**src/rtl/win_acc_pkg.sv**
```systemverilog
// Shared types and defaults for the window accumulator.
// Imported by the top level and its output slot.
package win_acc_pkg;

    typedef enum logic [1:0] {
        IDLE,
        ACCUM,
        FULL
    } win_state_e;

    localparam int unsigned DEF_WIDTH  = 32;
    localparam int unsigned DEF_WINDOW = 8;
    localparam int unsigned DEF_CNT_W  = $clog2(DEF_WINDOW + 1);

    function automatic int unsigned cnt_width(input int unsigned window);
        return $clog2(window + 1);
    endfunction

endpackage

```
**src/rtl/acc_out_slot.sv**
```systemverilog
// One-entry valid/ready holding register for a closed window result.
// A load always wins; the caller only loads when the slot is free or draining.
module acc_out_slot
    import win_acc_pkg::*;
#(
    parameter int unsigned WIDTH = DEF_WIDTH,
    parameter int unsigned CW    = DEF_CNT_W
) (
    input  logic             clk,
    input  logic             rst_n,
    input  logic             load_i,
    input  logic [WIDTH-1:0] sum_i,
    input  logic [CW-1:0]    cnt_i,
    input  logic             ovf_i,
    input  logic             drain_i,
    output logic             valid_o,
    output logic [WIDTH-1:0] sum_o,
    output logic [CW-1:0]    cnt_o,
    output logic             ovf_o
);

    logic             valid_q;
    logic [WIDTH-1:0] sum_q;
    logic [CW-1:0]    cnt_q;
    logic             ovf_q;

    always_ff @(posedge clk) begin
        if (!rst_n) begin
            valid_q <= 1'b0;
            sum_q   <= '0;
            cnt_q   <= '0;
            ovf_q   <= 1'b0;
        end else if (load_i) begin
            valid_q <= 1'b1;
            sum_q   <= sum_i;
            cnt_q   <= cnt_i;
            ovf_q   <= ovf_i;
        end else if (drain_i && valid_q) begin
            valid_q <= 1'b0;
        end
    end

    assign valid_o = valid_q;
    assign sum_o   = sum_q;
    assign cnt_o   = cnt_q;
    assign ovf_o   = ovf_q;

endmodule

```
**src/rtl/window_accumulator.sv**
```systemverilog
// Sums a sample stream over fixed or flushed windows and hands
// (sum, count, overflow) to the divider through a one-entry slot.
module window_accumulator
    import win_acc_pkg::*;
#(
    parameter int unsigned WIDTH  = DEF_WIDTH,
    parameter int unsigned WINDOW = DEF_WINDOW
) (
    input  logic             clk,
    input  logic             rst_n,
    input  logic             in_valid,
    output logic             in_ready,
    input  logic [WIDTH-1:0] in_data,
    input  logic             flush,
    output logic             out_valid,
    input  logic             out_ready,
    output logic [WIDTH-1:0] out_sum,
    output logic [WIDTH-1:0] out_count,
    output logic             out_overflow
);

    localparam int unsigned CW      = cnt_width(WINDOW);
    localparam logic [CW-1:0] WIN_CNT = CW'(WINDOW);

    win_state_e       state_q, state_d;
    logic [WIDTH-1:0] acc_q, acc_d;
    logic [CW-1:0]    cnt_q, cnt_d;
    logic             ovf_q, ovf_d;

    logic             accept;
    logic             slot_valid;
    logic             slot_free;
    logic             close;
    logic [WIDTH:0]   sum_ext;
    logic [CW-1:0]    cnt_inc;
    logic             ovf_inc;

    logic             load;
    logic [WIDTH-1:0] ld_sum;
    logic [CW-1:0]    ld_cnt;
    logic             ld_ovf;
    logic [CW-1:0]    slot_cnt;

    assign in_ready  = (state_q != FULL);
    assign accept    = in_valid & in_ready;
    assign slot_free = ~slot_valid | out_ready;

    assign sum_ext = {1'b0, acc_q} + (accept ? {1'b0, in_data} : '0);
    assign cnt_inc = cnt_q + CW'(accept);
    assign ovf_inc = ovf_q | sum_ext[WIDTH];

    // A flush only closes a window that holds at least one sample after this edge.
    assign close = in_ready
                 & ((accept & (cnt_inc == WIN_CNT))
                 | (flush & (cnt_inc != '0)));

    always_comb begin
        state_d = state_q;
        acc_d   = acc_q;
        cnt_d   = cnt_q;
        ovf_d   = ovf_q;
        load    = 1'b0;
        ld_sum  = sum_ext[WIDTH-1:0];
        ld_cnt  = cnt_inc;
        ld_ovf  = ovf_inc;
        unique case (state_q)
            FULL: begin
                ld_sum = acc_q;
                ld_cnt = cnt_q;
                ld_ovf = ovf_q;
                if (slot_free) begin
                    load    = 1'b1;
                    acc_d   = '0;
                    cnt_d   = '0;
                    ovf_d   = 1'b0;
                    state_d = IDLE;
                end
            end
            IDLE, ACCUM: begin
                if (close && slot_free) begin
                    load    = 1'b1;
                    acc_d   = '0;
                    cnt_d   = '0;
                    ovf_d   = 1'b0;
                    state_d = IDLE;
                end else begin
                    acc_d   = sum_ext[WIDTH-1:0];
                    cnt_d   = cnt_inc;
                    ovf_d   = ovf_inc;
                    if (close) begin
                        state_d = FULL;
                    end else if (cnt_inc == '0) begin
                        state_d = IDLE;
                    end else begin
                        state_d = ACCUM;
                    end
                end
            end
            default: begin
                state_d = IDLE;
            end
        endcase
    end

    always_ff @(posedge clk) begin
        if (!rst_n) begin
            state_q <= IDLE;
            acc_q   <= '0;
            cnt_q   <= '0;
            ovf_q   <= 1'b0;
        end else begin
            state_q <= state_d;
            acc_q   <= acc_d;
            cnt_q   <= cnt_d;
            ovf_q   <= ovf_d;
        end
    end

    acc_out_slot #(
        .WIDTH (WIDTH),
        .CW    (CW)
    ) u_slot (
        .clk     (clk),
        .rst_n   (rst_n),
        .load_i  (load),
        .sum_i   (ld_sum),
        .cnt_i   (ld_cnt),
        .ovf_i   (ld_ovf),
        .drain_i (out_ready),
        .valid_o (slot_valid),
        .sum_o   (out_sum),
        .cnt_o   (slot_cnt),
        .ovf_o   (out_overflow)
    );

    assign out_valid = slot_valid;
    assign out_count = WIDTH'(slot_cnt);

endmodule

```
**config.mk**
```make
export PLATFORM = sky130hd
export DESIGN_NAME = window_accumulator
export DESIGN_NICKNAME = d
export VERILOG_FILES = /design/src/rtl/win_acc_pkg.sv /design/src/rtl/acc_out_slot.sv /design/src/rtl/window_accumulator.sv
export SDC_FILE = /design/constraint.sdc
export NUM_CORES = 1
export LEC_CHECK = 0
export BUFFER_PORTS_ARGS = -buffer_cell sky130_fd_sc_hd__buf_2
export CAP_MARGIN = 20
export CORE_MARGIN = 4
export CORE_UTILIZATION = 35
export CTS_CLUSTER_SIZE = 28
export DETAILED_ROUTE_END_ITERATION = 6
export PLACE_DENSITY_LB_ADDON = 0.3
export SLEW_MARGIN = 20
export SYNTH_ARGS = -nofsm -noshare
export SYNTH_HDL_FRONTEND = slang
export SYNTH_HIERARCHICAL = 1
export SYNTH_SLANG_ARGS = --single-unit
```
**constraint.sdc**
```tcl
create_clock -name clk -period 7.41 [get_ports clk]
set_input_delay 0.741 -clock clk [delete_from_list [all_inputs] [get_ports clk]]
set_output_delay 0.741 -clock clk [all_outputs]
set_load 0.005 [all_outputs]
```
==> results.md, run 1 <==
* PwrDens at 239.6 nW/um^2
* Worst Path Required at 7.70 ns
* Crit-path cells: inv_1, nor2_1, inv_2, buf_4, nand2_1, inv_1, ha_1, ha_1, or3_1, nor2_1, o31a_1, and2_1, a22o_1
* Startpoint type of the worst setup path: flop
* Post-CTS setup buffer count at 0
* Die Span X at roughly 130 um
* RePlAce Congestion at approximately 0.85
* Share of cells above drive strength 1 at 0.1780
* Sw Share at 0.3107
* Die Y at 133.4 um
* Worst slew pin tran at between 0.8 and 0.9 ns
* YS warnings at 6
* Worst path top cell family by delay: simple AND/OR/NAND/NOR gates
* Gate Count Post-Synth at ~660
* Worst-Skew Late Latency at 0.36 ns
* GRT met3 Usage at 0.04116
* Primary FF master, synth: dfxtp_1
* Post-route minimum period at 4.236 ns
* Via density at 4.871
* Gr busiest metal: met2
* GR Layer Usage met1 at 0.1998
* DR DRC count at 0
* Mux share of post-synthesis cell area at 0.09436
* Pins over their slew limit at 0
* Via Count at 4476
* Grt ovf at 0
* Critical path data arrival time at 4.52 ns
* Clk Tree Root Cell: clkbuf_16
* Initial Util at 0.3593
* Initial antenna violation count at 0
* Hold Buf Count CTS at 0
* Maxcap violations at 0
* Area leader, netlist: dfxtp_1
* Status: completed
* Synth Area in Compound Gates at 0.1919
* Sequential element share of the synthesized area at 0.2801
* Post_cts resized at 0
* Share of the synthesized area in the top cell type at 0.2801
* End-of-flow core utilization at 0.4052
* Pleak at 2.939 nW
* CTS tree: done
* Mean Syn Cell Area at 8.401 sq um
* Fraction of the mapped netlist area in simple logic gates at 0.2178
* Post-synth ARST share at 0
* RSZ-0062 raised after global routing: no
* Reg power frac at 0.339
* Die ar. at 17790 sq um
* Worst clock skew at ~0.019 ns
* Core area at 15310 sq um
* Fmax at 236.1 MHz
* ANT nets after route at 0
* Worst hold path type: flop to flop
* Detailed Routing Iterations Pass 1 at 4
* Xor and xnor area share after synthesis at 0.05093
* N_diodes at 0
* Routed length per instance at 14.36 um
* Comb power frac at 0.305
* Slew headroom at 0.4044
* Leading post-synthesis cells by cell area: dfxtp_1, ha_1, mux2i_1, nor2b_1, nand2_1
* Final setup violation count at 0
* Num rows at 45
* Net Switching at 462.1 uW
* CTS max path bufs at 2
* Netlist cell types at 66
* I/O Buffers at 75
* Crit-path max cell delay at 0.70 ns
* Number of global-route vias before repair at 4367
* Pin count of the biggest net entering global routing at 61
* Num ports at 104
* Largest family of logic cells by synthesized area: simple AND/OR/NAND/NOR gates
* CP endpoint kind: flop
* Commonest non-fill, non-tap cell in the layout: nand2_1
* H-tree depth at 3
* Post-synth EDFFs at 0
* Most frequent cells in the layout: nand2_1, dfxtp_1, buf_2
* Final net count at between 700 and 800
* Gr usage total at 0.1499
* Layout area overhead at 12.78%
* Peak supply drop at between 150 and 200 uV
* CP max stage cell: and2_1
* Adder-Cell Fraction of Synth Area at 0.08095
* Synth Register Bits at slightly below 80
* First-pass GRT wire length at 21820 um
* Post-Route WL at 13200 um
* Clock sinks at 77
* Crit Path Max Fanout at 42
* DPL Wire Length at roughly 9500 um
* CP Buf/Inv Count at 4
* Int Pwr at 1.025 mW
* TritonCTS Buffers at 9
* Crit share post-route at 0.5716
* Clock power share at 0.356
* Met2 usage at 0.2429
* Cell area after synthesis at 5503 sq um
* Clk pin slew, worst setup/hold paths at 0.06 ns
* CP Class: flop to flop
* Final Hold Vio Count at 0
* DR iter-0 viols at roughly 160
* Setup TNS at 0 ns
==> power groups by stage <==
stage	clock [mW]	sequential [mW]	combinational, mW
after floorplan	0	0.510	0.371
after detailed placement	0	0.513	0.456
final	0.529	0.504	0.454
after CTS	0.544	0.505	0.458
after global placement	0	0.513	0.453
after global routing	0.559	0.513	0.511
==> cells by family (layout without fill, tap and decap cells) <==
group / Yosys count / count (layout)
fa+ha+maj: 35 / 35
simple gates: 238 / 238
mux: 50 / 50
other cells: 1 / 28
xor+xnor: 32 / 32
compound gates: 145 / 145
buf+inv: 77 / 103
flops: 77 / 77
==> final timing paths <==
check | from | endpoint | slack, ns | cells after the start
max | state_q[1]$_SDFFE_PN0P_ | acc_q[10]$_SDFFE_PN0P_ | 3.17 | 13
max reg2reg | state_q[1]$_SDFFE_PN0P_ | acc_q[10]$_SDFFE_PN0P_ | 3.17 | 13
min reg2reg | state_q[1]$_SDFFE_PN0P_ | state_q[0]$_SDFFE_PN0P_ | 0.48 | 1
min | state_q[1]$_SDFFE_PN0P_ | state_q[0]$_SDFFE_PN0P_ | 0.48 | 1
==> routing by layer <==
metal	vias to the layer above	part of all wire	wire length, um
met2	92	0.45	5969
met4	0	0.0048	63
met5	-	0	0
met3	4	0.051	677
met1	2036	0.49	6486
li1	2344	-	-
==> state kept, by name, indices dropped and copies added (netlist names) <==
name,flops
acc_q,32
cnt_q,4
ovf_q,1
state_q,2
u_slot/cnt_o,4
u_slot/ovf_o,1
u_slot/sum_o,32
u_slot/valid_o,1
==> cells in the mapped netlist, drive strengths merged, types with 2 or more instances <==
library cell	n
a31o	2
and3	34
clkbuf	26
ha	34
o21a	7
a21oi	36
a31oi	3
and2	4
dfxtp	77
a211oi	6
nand4	7
a21o	15
nand3	6
a21boi	2
a22oi	14
nor2	28
nand2	84
a22o	15
o21ai	24
buf	41
mux2i	38
o211ai	6
xor2	14
inv	9
nor2b	58
mux2	12
nor3	8
or3	3
o21bai	4
xnor2	18
==> through the flow <==
step	hold WS [ns]	power, mW	worst slack (ns)	area [sq um]	cells
3_5_place_dp	0.4802	0.9691	3.118	5849	903
2_1_floorplan	0.4443	0.8809	3.983	5604	682
6_report	0.4826	1.487	3.174	6206	919
5_1_grt	0.5111	1.582	2.686	6206	919
3_3_place_gp	0.4651	0.9655	3.222	5849	903
4_1_cts	0.4862	1.507	3.120	6206	919
==> cell type report <==
| type | instances | area [sq um] |
|---|---|---|
| inverters | 9 | 33.78 |
| repair buffers | 78 | 397.9 |
| flip-flops and latches | 77 | 1541 |
| clock buffers | 11 | 252.7 |
| clock inverters | 5 | 103.9 |
| fillers | 1622 | 9109 |
| well taps | 211 | 264.0 |
| multi-input cells | 528 | 3612 |
No activity file was read; power rests on OpenSTA's default activity.
==> inputs of run 2 (changes only) <==
- clock period: 7.41 -> 4 ns (I/O delays scaled with it)
==> results.md, run 2 (same netlist as run 1, synthesis figures left out) <==
* I/O Buffers at 75 (unchanged)
* Pin count of the biggest net entering global routing at 48 (-21%)
* Die Span X at 133.4 um (unchanged)
* Pre-CTS WS at 0.4799 ns (-2.638 ns)
* N_diodes at 0 (unchanged)
* Post-CTS setup buffer count at 0 (unchanged)
* Comb power frac at 0.330 (+0.025)
* Clk Tree Root Cell: clkbuf_16
* Gr usage total at 0.1539 (+0.004024)
* Fin worst setup slack at 0.4485 ns (-2.726 ns)
* CP max stage cell: or4_1
* Final net count at 782 (+0.90%)
* Post-route minimum period at 3.551 ns (-0.6843 ns)
* R2R Path Start: state_q[1]$_SDFFE_PN0P_
* Critical path data arrival time at 3.79 ns (-0.73 ns)
* Routed length per instance at 14.53 um (+1.2%)
* Worst Path Required at 4.24 ns (-3.46 ns)
* Hold Path Sink: state_q[0]$_SDFFE_PN0P_
* Peak supply drop at 278.5 uV (+57%)
* RSZ-0062 raised after global routing: no
* Slew headroom at 0.4675 (+0.06309)
* Commonest non-fill, non-tap cell in the layout: nand2_1
* Clk pin slew, worst setup/hold paths at 0.06 ns (about the same)
* Int Pwr at 1.741 mW (+70%)
* Initial antenna violation count at 0 (unchanged)
* Core area at 15310 sq um (unchanged)
* Initial Util at 0.3593 (unchanged)
* Final Hold Vio Count at 0 (unchanged)
* Crit Path Max Fanout at 20 (-52%)
* Via Count at 4546 (+1.6%)
* Post-Route WL at 13440 um (+1.9%)
* H-tree depth at 3 (unchanged)
* Via density at 4.915 (+0.91%)
* Total placed cells including tap cells at 910 (+0.78%)
* Status: completed
* Worst clock skew at 0.006360 ns (-0.01264 ns)
* First-pass GRT wire length at 22380 um (+2.6%)
* Crit-path max cell delay at 0.43 ns (-0.27 ns)
* FF-to-FF setup slack at 0.45 ns (-2.73 ns)
* ANT nets after route at 0 (unchanged)
* CTS max path bufs at 2 (unchanged)
* Number of global-route vias before repair at 4508 (+3.2%)
* CP Buf/Inv Count at 3 (-1)
* Depth of the most critical reg-to-reg path at 17 (+4)
* Most frequent cells in the layout: nand2_1, dfxtp_1, buf_2
* Worst Setup SP: state_q[1]$_SDFFE_PN0P_
* HP Start: flush
* Worst slew pin tran at 0.7987 ns (-0.09463 ns)
* Clock sinks at 77 (unchanged)
* Sw Share at 0.3299 (+0.01919)
* Startpoint type of the worst setup path: flop
* CP endpoint kind: flop
* Worst-Skew Late Latency at 0.35 ns (about the same)
* DPL Wire Length at 9905 um (+4.5%)
* Hold path cells at 2 (+1)
* TritonCTS Buffers at 9 (unchanged)
* Clock power share at 0.310 (-0.046)
* Die Y at 133.4 um (unchanged)
* Final setup violation count at 0 (unchanged)
* RePlAce Congestion at 0.8981 (+6.2%)
* Pleak at 2.928 nW (-0.37%)
* Layout area overhead at 12.39%
* Num ports at 104 (unchanged)
* Hold Buf Count CTS at 0 (unchanged)
* Crit-path cells: inv_1, nor2_1, inv_2, buf_4, and3_1, ha_1, fa_1, a21o_2, nand3_1, a21o_1, o21ai_4, o21ai_1, a21oi_1, or4_1, a31o_2, mux2i_1, nor2b_1
* Net Switching at 857.1 uW (+85%)
* PwrDens at 420.1 nW/um^2 (+75%)
* Die ar. at 17790 sq um (unchanged)
* Detailed Routing Iterations Pass 1 at 4 (unchanged)
* Post_cts resized at 0 (unchanged)
* DR iter-0 viols at 168 (+8.4%)
* Setup TNS at 0 ns (unchanged)
* FF-to-FF End: u_slot/sum_o[26]$_SDFFE_PN0P_
* Share of cells above drive strength 1 at 0.1821 (+0.004107)
* Reg power frac at 0.360 (+0.021)
* Num rows at 45 (unchanged)
* Pins over their slew limit at 0 (unchanged)
* DR DRC count at 0 (unchanged)
* Worst hold path type: input port to flop
* Fmax at 281.6 MHz (+19%)
* CP Class: flop to flop
* Grt ovf at 0 (unchanged)
* Maxcap violations at 0 (unchanged)
* CTS tree: done
* Worst path top cell family by delay: compound AO/OA/AOI/OAI gates
* Finished Layout Cells at 925 (+0.65%)
* Crit share post-route at 0.8879 (+0.3162)
==> run 2: changes by cell type in the layout (fill, tap and decap cells not counted), sizes merged <==
cell      change
buf           +7
bufinv        -2
clkinvlp      +2
inv           -1
==> run 2: power groups by stage <==
stage	combinational, mW	clock (mW)	sequential [mW]
after floorplan	0.687	0	0.945
after global placement	0.857	0	0.951
after detailed placement	0.859	0	0.951
after CTS	0.862	0.830	0.936
after global routing	0.960	0.864	0.950
final	0.857	0.807	0.934
==> run 2: layout make-up <==
type                       count  area [sq um]
fill                        1611          9130
clock buffer                  11         232.7
multi-input combinational    528          3612
clock inverter                 4         50.05
tap                          211         264.0
timing repair buffer          85         450.4
sequential                    77          1541
inverter                       9         33.78
==> run 2: worst max-delay path by stage <==
| stage | end | cells after the start |
|---|---|---|
| 3_5_place_dp | u_slot/sum_o[26]$_SDFFE_PN0P_ | 17 |
| 6_report | u_slot/sum_o[26]$_SDFFE_PN0P_ | 17 |
| 3_3_place_gp | u_slot/sum_o[26]$_SDFFE_PN0P_ | 17 |
| 4_1_cts | u_slot/sum_o[26]$_SDFFE_PN0P_ | 17 |
| 2_1_floorplan | u_slot/sum_o[26]$_SDFFE_PN0P_ | 17 |
| 5_1_grt | u_slot/sum_o[26]$_SDFFE_PN0P_ | 17 |
==> run 2: per-stage QoR <==
stage	power, mW	cell area [sq um]	util	hold WS [ns]
after floorplan	1.632	5604	-	0.4443
after global placement	1.808	5902	0.3854	0.4662
after detailed placement	1.809	5902	0.3854	0.4703
after CTS	2.628	6185	0.4038	0.2354
after global routing	2.774	6185	0.4038	0.2429
final	2.598	6185	0.4038	0.2492
==> run 2: routing by layer <==
| layer | GRT usage | share of wire | vias up |
|---|---|---|---|
| met5 | 0 | 0 | - |
| met4 | 0.05086 | 0.018 | 0 |
| met3 | 0.03323 | 0.044 | 17 |
| met2 | 0.2460 | 0.46 | 106 |
| met1 | 0.2066 | 0.48 | 2066 |
| li1 | - | - | 2357 |
